$ cat src/rtl/status_vitais.sv
// Vital-status tracker for the virtual pet: satiety, energy and lesson count
// advance once per game tick according to the current activity state.
module status_vitais #(
    parameter int TICK_DIV = 50000000,
    parameter int LIMIAR   = 3
) (
    input  logic       clk,
    input  logic       rst,
    input  logic [3:0] estado,
    output logic [3:0] saciedade,
    output logic [3:0] energia,
    output logic [7:0] aulas,
    output logic       alerta_fome,
    output logic       alerta_sono,
    output logic       morreu
);

    localparam int CNT_W = (TICK_DIV > 2) ? $clog2(TICK_DIV) : 1;
    localparam logic [CNT_W-1:0] CNT_MAX = CNT_W'(TICK_DIV - 1);
    localparam logic [31:0] LIM_W = LIMIAR;

    typedef enum logic [2:0] {
        OP_IDLE,
        OP_DORMINDO,
        OP_COMENDO,
        OP_AULA,
        OP_MORTO
    } op_t;

    // Saturating add: computed in 5 bits so an overflow clamps to 15 instead of wrapping.
    function automatic logic [3:0] sat_inc(input logic [3:0] lvl, input logic [1:0] amt);
        logic [4:0] sum_v;
        sum_v = {1'b0, lvl} + {3'b000, amt};
        if (sum_v > 5'd15) begin
            sat_inc = 4'd15;
        end else begin
            sat_inc = sum_v[3:0];
        end
    endfunction

    // Saturating subtract: the borrow bit flags an underflow, which clamps to 0.
    function automatic logic [3:0] sat_dec(input logic [3:0] lvl, input logic [1:0] amt);
        logic [4:0] diff_v;
        diff_v = {1'b0, lvl} - {3'b000, amt};
        if (diff_v[4]) begin
            sat_dec = 4'd0;
        end else begin
            sat_dec = diff_v[3:0];
        end
    endfunction

    logic [CNT_W-1:0] cnt_r;
    logic [3:0]       saciedade_r;
    logic [3:0]       energia_r;
    logic [7:0]       aulas_r;
    logic             morreu_r;

    logic             tick_s;
    logic             upd_s;
    logic             die_s;
    op_t              op_s;
    logic [3:0]       sac_nxt_s;
    logic [3:0]       ene_nxt_s;
    logic [7:0]       aul_nxt_s;

    assign tick_s = (cnt_r == CNT_MAX);
    assign upd_s  = tick_s & ~morreu_r;

    // Prescaler: free-running regardless of death or activity state.
    always_ff @(posedge clk or posedge rst) begin
        if (rst) begin
            cnt_r <= '0;
        end else if (tick_s) begin
            cnt_r <= '0;
        end else begin
            cnt_r <= cnt_r + {{(CNT_W-1){1'b0}}, 1'b1};
        end
    end

    // Activity decode; unknown codes behave like IDLE.
    always_comb begin
        op_s = OP_IDLE;
        case (estado)
            4'b0000: op_s = OP_IDLE;
            4'b0001: op_s = OP_DORMINDO;
            4'b0010: op_s = OP_COMENDO;
            4'b0100: op_s = OP_AULA;
            4'b1000: op_s = OP_MORTO;
            default: op_s = OP_IDLE;
        endcase
    end

    // Candidate next levels for the current activity.
    always_comb begin
        sac_nxt_s = saciedade_r;
        ene_nxt_s = energia_r;
        aul_nxt_s = aulas_r;
        case (op_s)
            OP_IDLE: begin
                sac_nxt_s = sat_dec(saciedade_r, 2'd1);
                ene_nxt_s = sat_dec(energia_r, 2'd1);
            end
            OP_DORMINDO: begin
                sac_nxt_s = sat_dec(saciedade_r, 2'd1);
                ene_nxt_s = sat_inc(energia_r, 2'd2);
            end
            OP_COMENDO: begin
                sac_nxt_s = sat_inc(saciedade_r, 2'd2);
                ene_nxt_s = sat_dec(energia_r, 2'd1);
            end
            OP_AULA: begin
                sac_nxt_s = sat_dec(saciedade_r, 2'd2);
                ene_nxt_s = sat_dec(energia_r, 2'd2);
                if (aulas_r != 8'd255) begin
                    aul_nxt_s = aulas_r + 8'd1;
                end else begin
                    aul_nxt_s = aulas_r;
                end
            end
            OP_MORTO: begin
                sac_nxt_s = saciedade_r;
                ene_nxt_s = energia_r;
            end
            default: begin
                sac_nxt_s = saciedade_r;
                ene_nxt_s = energia_r;
            end
        endcase
    end

    // Death is judged on the updated levels so it lands on the same edge they hit 0.
    assign die_s = (sac_nxt_s == 4'd0) | (ene_nxt_s == 4'd0);

    // Level registers; once dead, upd_s stays low so everything (including morreu) freezes.
    always_ff @(posedge clk or posedge rst) begin
        if (rst) begin
            saciedade_r <= 4'd15;
            energia_r   <= 4'd15;
            aulas_r     <= 8'd0;
            morreu_r    <= 1'b0;
        end else if (upd_s) begin
            saciedade_r <= sac_nxt_s;
            energia_r   <= ene_nxt_s;
            aulas_r     <= aul_nxt_s;
            morreu_r    <= die_s;
        end else begin
            saciedade_r <= saciedade_r;
            energia_r   <= energia_r;
            aulas_r     <= aulas_r;
            morreu_r    <= morreu_r;
        end
    end

    assign saciedade   = saciedade_r;
    assign energia     = energia_r;
    assign aulas       = aulas_r;
    assign morreu      = morreu_r;
    assign alerta_fome = ({28'd0, saciedade_r} <= LIM_W);
    assign alerta_sono = ({28'd0, energia_r} <= LIM_W);

endmodule

$ cat config.mk
export PLATFORM = sky130hd
export DESIGN_NAME = status_vitais
export DESIGN_NICKNAME = d
export VERILOG_FILES = /design/src/rtl/status_vitais.sv
export SDC_FILE = /design/constraint.sdc
export NUM_CORES = 1
export LEC_CHECK = 0
export CAP_MARGIN = 5
export CORE_ASPECT_RATIO = 1.75
export CORE_MARGIN = 2
export CORE_UTILIZATION = 35
export DETAILED_ROUTE_END_ITERATION = 8
export SLEW_MARGIN = 20
export SYNTH_ARGS = -nofsm -noshare
export SYNTH_HDL_FRONTEND = slang
export SYNTH_SLANG_ARGS = --single-unit
$ cat constraint.sdc
create_clock -name clk -period 2.9 [get_ports clk]
set_clock_uncertainty 0.1 [all_clocks]
set_input_delay 0.87 -clock clk [delete_from_list [all_inputs] [get_ports clk]]
set_output_delay 0.87 -clock clk [all_outputs]
set_load 0.005 [all_outputs]
==> Word-level counts from Yosys, hierarchy flattened <==
Index checks and enable logic that the tools add are counted.
{ "op_classes": {"n_eq_ne": 9, "bitwise": 3, "n_reduce_logical": 6, "mux": 10, "n_lt_le_gt_ge": 4, "add_sub_neg": 8} }
{ "op_table": {"columns": ["operator", "count"], "rows": [
  ["$add 26x1->26 const B", 1],
  ["$eq 26x26->1 const B", 1],
  ["$mux 26", 1],
  ["$mux 4", 6],
  ["$pmux 4 s3", 2],
  ["$pmux 3 s4", 1],
  ["$add 4x2->5 const B", 2],
  ["$gt 5x4->1 const B", 2],
  ["$sub 4x1->5 const B", 2],
  ["$sub 4x2->5 const B", 2],
  ["$add 8x1->8 const B", 1],
  ["$le 4x2->1 const B", 2],
  ["$logic_not 4->1", 2],
  ["$ne 8x8->1 const B", 1],
  ["$eq 3x2->1 const B", 2],
  ["$eq 4x1->1 const B", 1],
  ["$eq 4x2->1 const B", 1],
  ["$eq 4x3->1 const B", 1],
  ["$eq 4x4->1 const B", 1],
  ["$reduce_or 2->1", 2],
  ["$eq 3x1->1 const B", 1],
  ["$logic_not 3->1", 1],
  ["$reduce_and 3->1", 1],
  ["$and 1x1->1", 1],
  ["2 further kinds", 2]
]} }
{ "totals": {"out_inout_bits": 19, "register_bits": 43} }

==> Logic depth before layout (Yosys ltp) <==
{ "logic_depth": {"depth_word": 7, "depth_mapped": 9, "ltp_nobuf": 8} }

==> Worst setup path before layout <==
Ideal clock, no wire load.
{ "synth_path": {"kind": "register -> register", "from": "register energia_r[2], in the netlist energia[2]", "to": "register morreu_r, in the netlist morreu", "n_path_buf": 1, "path_slack_ns": 0.340, "arrival_time_ns": 2.339, "path_stages_with_launch": 10, "setup_ns": 0.120, "cell_sequence": "dfstp_2 > clkbuf_1 > inv_1 > ha_1 > and2_1 > o41ai_1 > nand2_1 > a32oi_1 > o41ai_1 > a41o_1"} }
{ "synth_between": {"elab_chain_cells": 6, "word_cells_on_any_way": 10} }
{ "synth_rtl": {"columns": ["item", "line_no", "text"], "rows": [
  ["from (decl)", "54", "logic [3:0] energia_r;"],
  ["from (signal assigned)", "143", "energia_r <= ene_nxt_s;"],
  ["from (signal assigned)", "148", "energia_r <= energia_r;"],
  ["$add 4x2->5", "33", "sum_v = {1'b0, lvl} + {3'b000, amt};"],
  ["$gt 5x4->1", "34", "if (sum_v > 5'd15) begin"],
  ["$mux 4", "34", null],
  ["$pmux 4 s3 (*)", "98", "case (op_s)"],
  ["$logic_not 4->1 (*)", "132", "assign die_s = (sac_nxt_s == 4'd0) | (ene_nxt_s == 4'd0);"],
  ["$or 1x1->1 (*)", "132", null],
  ["to (signal assigned)", "145", "morreu_r <= die_s;"],
  ["to (signal assigned)", "150", "morreu_r <= morreu_r;"],
  ["to (decl)", "56", "logic morreu_r;"]
]} }
Mark *: on every way between the ends. The rest lies on a longest branch, timed or not.
A chain may end at the register's enable or synchronous reset.

==> Worst setup path after layout <==
{ "layout_path": {"from": "input estado[3]", "to": "register morreu_r, in the netlist morreu"} }
{ "layout_between": {"elab_chain_cells": 7, "word_cells_on_any_way": 16} }
{ "layout_rtl": {"columns": ["item", "line_no", "text"], "rows": [
  ["from (decl)", "9", "input logic [3:0] estado,"],
  ["$eq 4x4->1, or another cell as far along", "83", "case (estado)"],
  ["$pmux 3 s4 (*)", "83", null],
  ["$eq 3x1->1, or another cell as far along", "98", null],
  ["$reduce_or 2->1 (no line)", null, null],
  ["$pmux 4 s3", "98", null],
  ["$logic_not 4->1", "132", null],
  ["$or 1x1->1 (*)", "132", null]
]} }
Marked as above.

==> results.sh <==
export IMPL_status="complete, no violations"
export IMPL_cts_htree_levels=2
export IMPL_cp_max_fo=7
export IMPL_drc=0
export IMPL_grt_first_pass_wirelength_mm=10.5
export IMPL_diodes=0
export IMPL_worst_ep_arrival_time_ns=2.85
export IMPL_synth_top_cell_area_share=0.319
export IMPL_start_kind="input pin"
export IMPL_synthTopCellsByArea="dfrtp_1 32%, dfstp_2 7.7%, ha_1 6.4%"
export IMPL_fmax_mhz=361
export IMPL_routed_via_density=5.27
export IMPL_worstHoldPathType="flip-flop to flip-flop"
export IMPL_die_w_um=71.0
export IMPL_hold_path_startpoint="cnt_r[15]"
export IMPL_area_delta_synth_final_pct=24.0
export IMPL_synth_seq_area_share=0.395
export IMPL_hold_buffers=0
export IMPL_synth_top_area_cell="dfrtp_1"
export IMPL_synthArstFlopShare=1.00
export IMPL_start_util=0.363
export IMPL_setup_violations=0
export IMPL_synthAdderAreaFrac=0.0638
export IMPL_gr_total_overflow=0
export IMPL_syn_nets=308
export IMPL_path_class="input pin to flip-flop"
export IMPL_wl_mm=6.03
export IMPL_row_count=42
export IMPL_root_buffer="clkbuf_16"
export IMPL_placed_cell_area_sq_um=3220
export IMPL_crit_start="estado[3]"
export IMPL_antenna_left=0
export IMPL_tritoncts="yes"
export IMPL_core_region_area_sq_um=7570
export IMPL_crit_required_ns=2.98
export IMPL_slew_headroom=0.576
export IMPL_synth_edff_count=0
export IMPL_post_route_min_period_ns=2.77
export IMPL_routabilityCongestion=0.854
export IMPL_multiInputGateArea_sq_um=1570
export IMPL_drt_iter0_drc=118
export IMPL_dpl_hpwl_mm=4.59
export IMPL_synth_main_ff_cell="dfrtp_1"
export IMPL_ff_latch_area_sq_um=1090
export IMPL_grt_antenna_before_repair=0
export IMPL_finalHoldViolCount=0
export IMPL_drive_above_1_share=0.183
export IMPL_holdWs_ns=0.397
export IMPL_dr_pass1_iters=4
export IMPL_p_per_area_nw_per_um2=387
export IMPL_cap_violations=0
export IMPL_clk_pin_slew_ns=0.06
export IMPL_synth_compound_area_frac=0.124
export IMPL_grt_pass1_vias=2265
export IMPL_rsz0062_at_grt="false"
export IMPL_p_leak_uw=0.00151
export IMPL_worst_pin_slew_ns=0.630
export IMPL_synthXorXnorAreaFrac=0.111
export IMPL_synth_simple_area_share=0.262
export IMPL_vias=2223
export IMPL_peakVddDrop_mv=0.278
export IMPL_avgSynthCellArea_sq_um=9.54
export IMPL_buffer_ports_inserted=24
export IMPL_cts_made_buffers=5
export IMPL_ys_ff_latch=43
export IMPL_min_period_over_period=0.954
export IMPL_synth_cell_types=59
export IMPL_syn_inst=288
export IMPL_synth_warning_count=0
export IMPL_wl_per_cell_um=14.3
export IMPL_die_h_um=121
export IMPL_design_die_area_sq_um=8600
export IMPL_synth_top_family_by_area="simple AND/OR/NAND/NOR gates"
export IMPL_fillers=751
export IMPL_stdcell_area_sq_um=3400
export IMPL_grt_max_degree=44
export IMPL_io_pins=25
export IMPL_critPathCaptureType="flip-flop"
export IMPL_grt_use_total=0.152
export IMPL_cts_buffer_depth=2
export IMPL_cts_sinks=43
export IMPL_r2r_start="energia[2]"
export IMPL_muxShareOfSynthArea=0.00820
export IMPL_synth_most_common_cell="dfrtp_1"
export IMPL_netlist_area_sq_um=2750
export IMPL_nets=353
export IMPL_worstSkewPairLatency_ns=0.29
export IMPL_yosys_top_cells_count="35 x dfrtp_1, 30 x nor2_1, 25 x nand2_1, 19 x xor2_1, 15 x nand3_1"
export IMPL_slew_viol_final=0
==> cells by family (layout without fill, tap and decap cells) <==
group,Yosys count,in the layout
AND/OR/NAND/NOR,124,124
AO/OA/AOI/OAI,50,50
flip-flops,43,43
XOR/XNOR,34,34
buffers and inverters,21,67
adder cells (fa/ha/maj),14,14
multiplexers,2,2
==> per-stage QoR <==
step | total power, uW | worst slack (ns) | instances | utilization | TNS [ns]
6_report | 1320 | 0.133 | 422 | 0.450 | 0
3_5_place_dp | 695 | -0.186 | 414 | 0.426 | -0.777
2_1_floorplan | 662 | 0.340 | 288 | - | 0
3_3_place_gp | 694 | -0.140 | 414 | 0.426 | -0.404
4_1_cts | 1340 | 0.0989 | 422 | 0.448 | 0
5_1_grt | 1370 | 0.0159 | 422 | 0.450 | 0
==> area by class of cell <==
class | count | area share
multi-input cells | 224 | 0.462
inverters | 10 | 0.0110
well taps | 88 | 0.0323
clock buffers | 5 | 0.0368
flip-flops and latches | 43 | 0.319
repair buffers | 49 | 0.126
clock inverters | 3 | 0.0129
==> report_power, final <==
part           switching (uW)  internal (uW)  leakage, uW
clock network             228            406    0.0000838
registers                   0            601     0.000553
logic                    45.1           38.8     0.000876
total                     273           1040      0.00151
==> layout by cell type (no fill, tap or decap), drive strengths merged, types with 4 or more instances in the layout <==
cell | synthesis | layout
clkdlybuf4s50 | 0 | 24
a21oi | 14 | 14
inv | 10 | 10
nand2 | 25 | 25
nand4 | 10 | 10
nor2b | 4 | 4
dfstp | 8 | 8
and3 | 5 | 5
buf | 6 | 25
xnor2 | 14 | 14
clkbuf | 5 | 5
a211oi | 5 | 5
nor2 | 30 | 30
o21ai | 10 | 10
xor2 | 20 | 20
ha | 14 | 14
dfrtp | 35 | 35
nor4b | 5 | 5
and2 | 4 | 4
nand3 | 16 | 16
nor3 | 10 | 10
==> sequential cells by signal, indices dropped and copies added (netlist names) <==
register   cells
aulas          8
cnt_r         26
energia        4
morreu         1
saciedade      4
==> routing by layer <==
metal | track usage | vias up | part of all wire
met1 | 0.165 | 1061 | 0.40
met4 | 0.0778 | 0 | 0.032
met2 | 0.279 | 32 | 0.54
li1 | - | 1115 | -
met5 | 0 | - | 0
met3 | 0.0241 | 15 | 0.026
==> critical path, stage by stage <==
cell and delay [ns]:
clkdlybuf4s50_1 0.55, buf_4 0.18, or4b_2 0.65, o31ai_1 0.10, a21oi_1 0.09, nand2_1 0.11, o41ai_2 0.09, a41o_1 0.21
==> final timing paths <==
check | end | slack (ns) | cells after the start
min reg2reg | cnt_r[15] | 0.40 | 1
max in group asynchronous | energia[1] | 1.41 | 3
min | cnt_r[15] | 0.40 | 1
max | morreu | 0.13 | 8
max reg2reg | morreu | 0.23 | 9
min in group asynchronous | cnt_r[24] | 0.91 | 3
==> what timing repair did <==
| action | in CTS | in global routing |
|---|---|---|
| resized for setup | 0 | 2 |
| setup buffers | 0 | 0 |
| endpoints found under the setup margin | 0 | 1 |
| endpoints found under the hold margin | 0 | 0 |
Power figures use the tool's default switching activity.
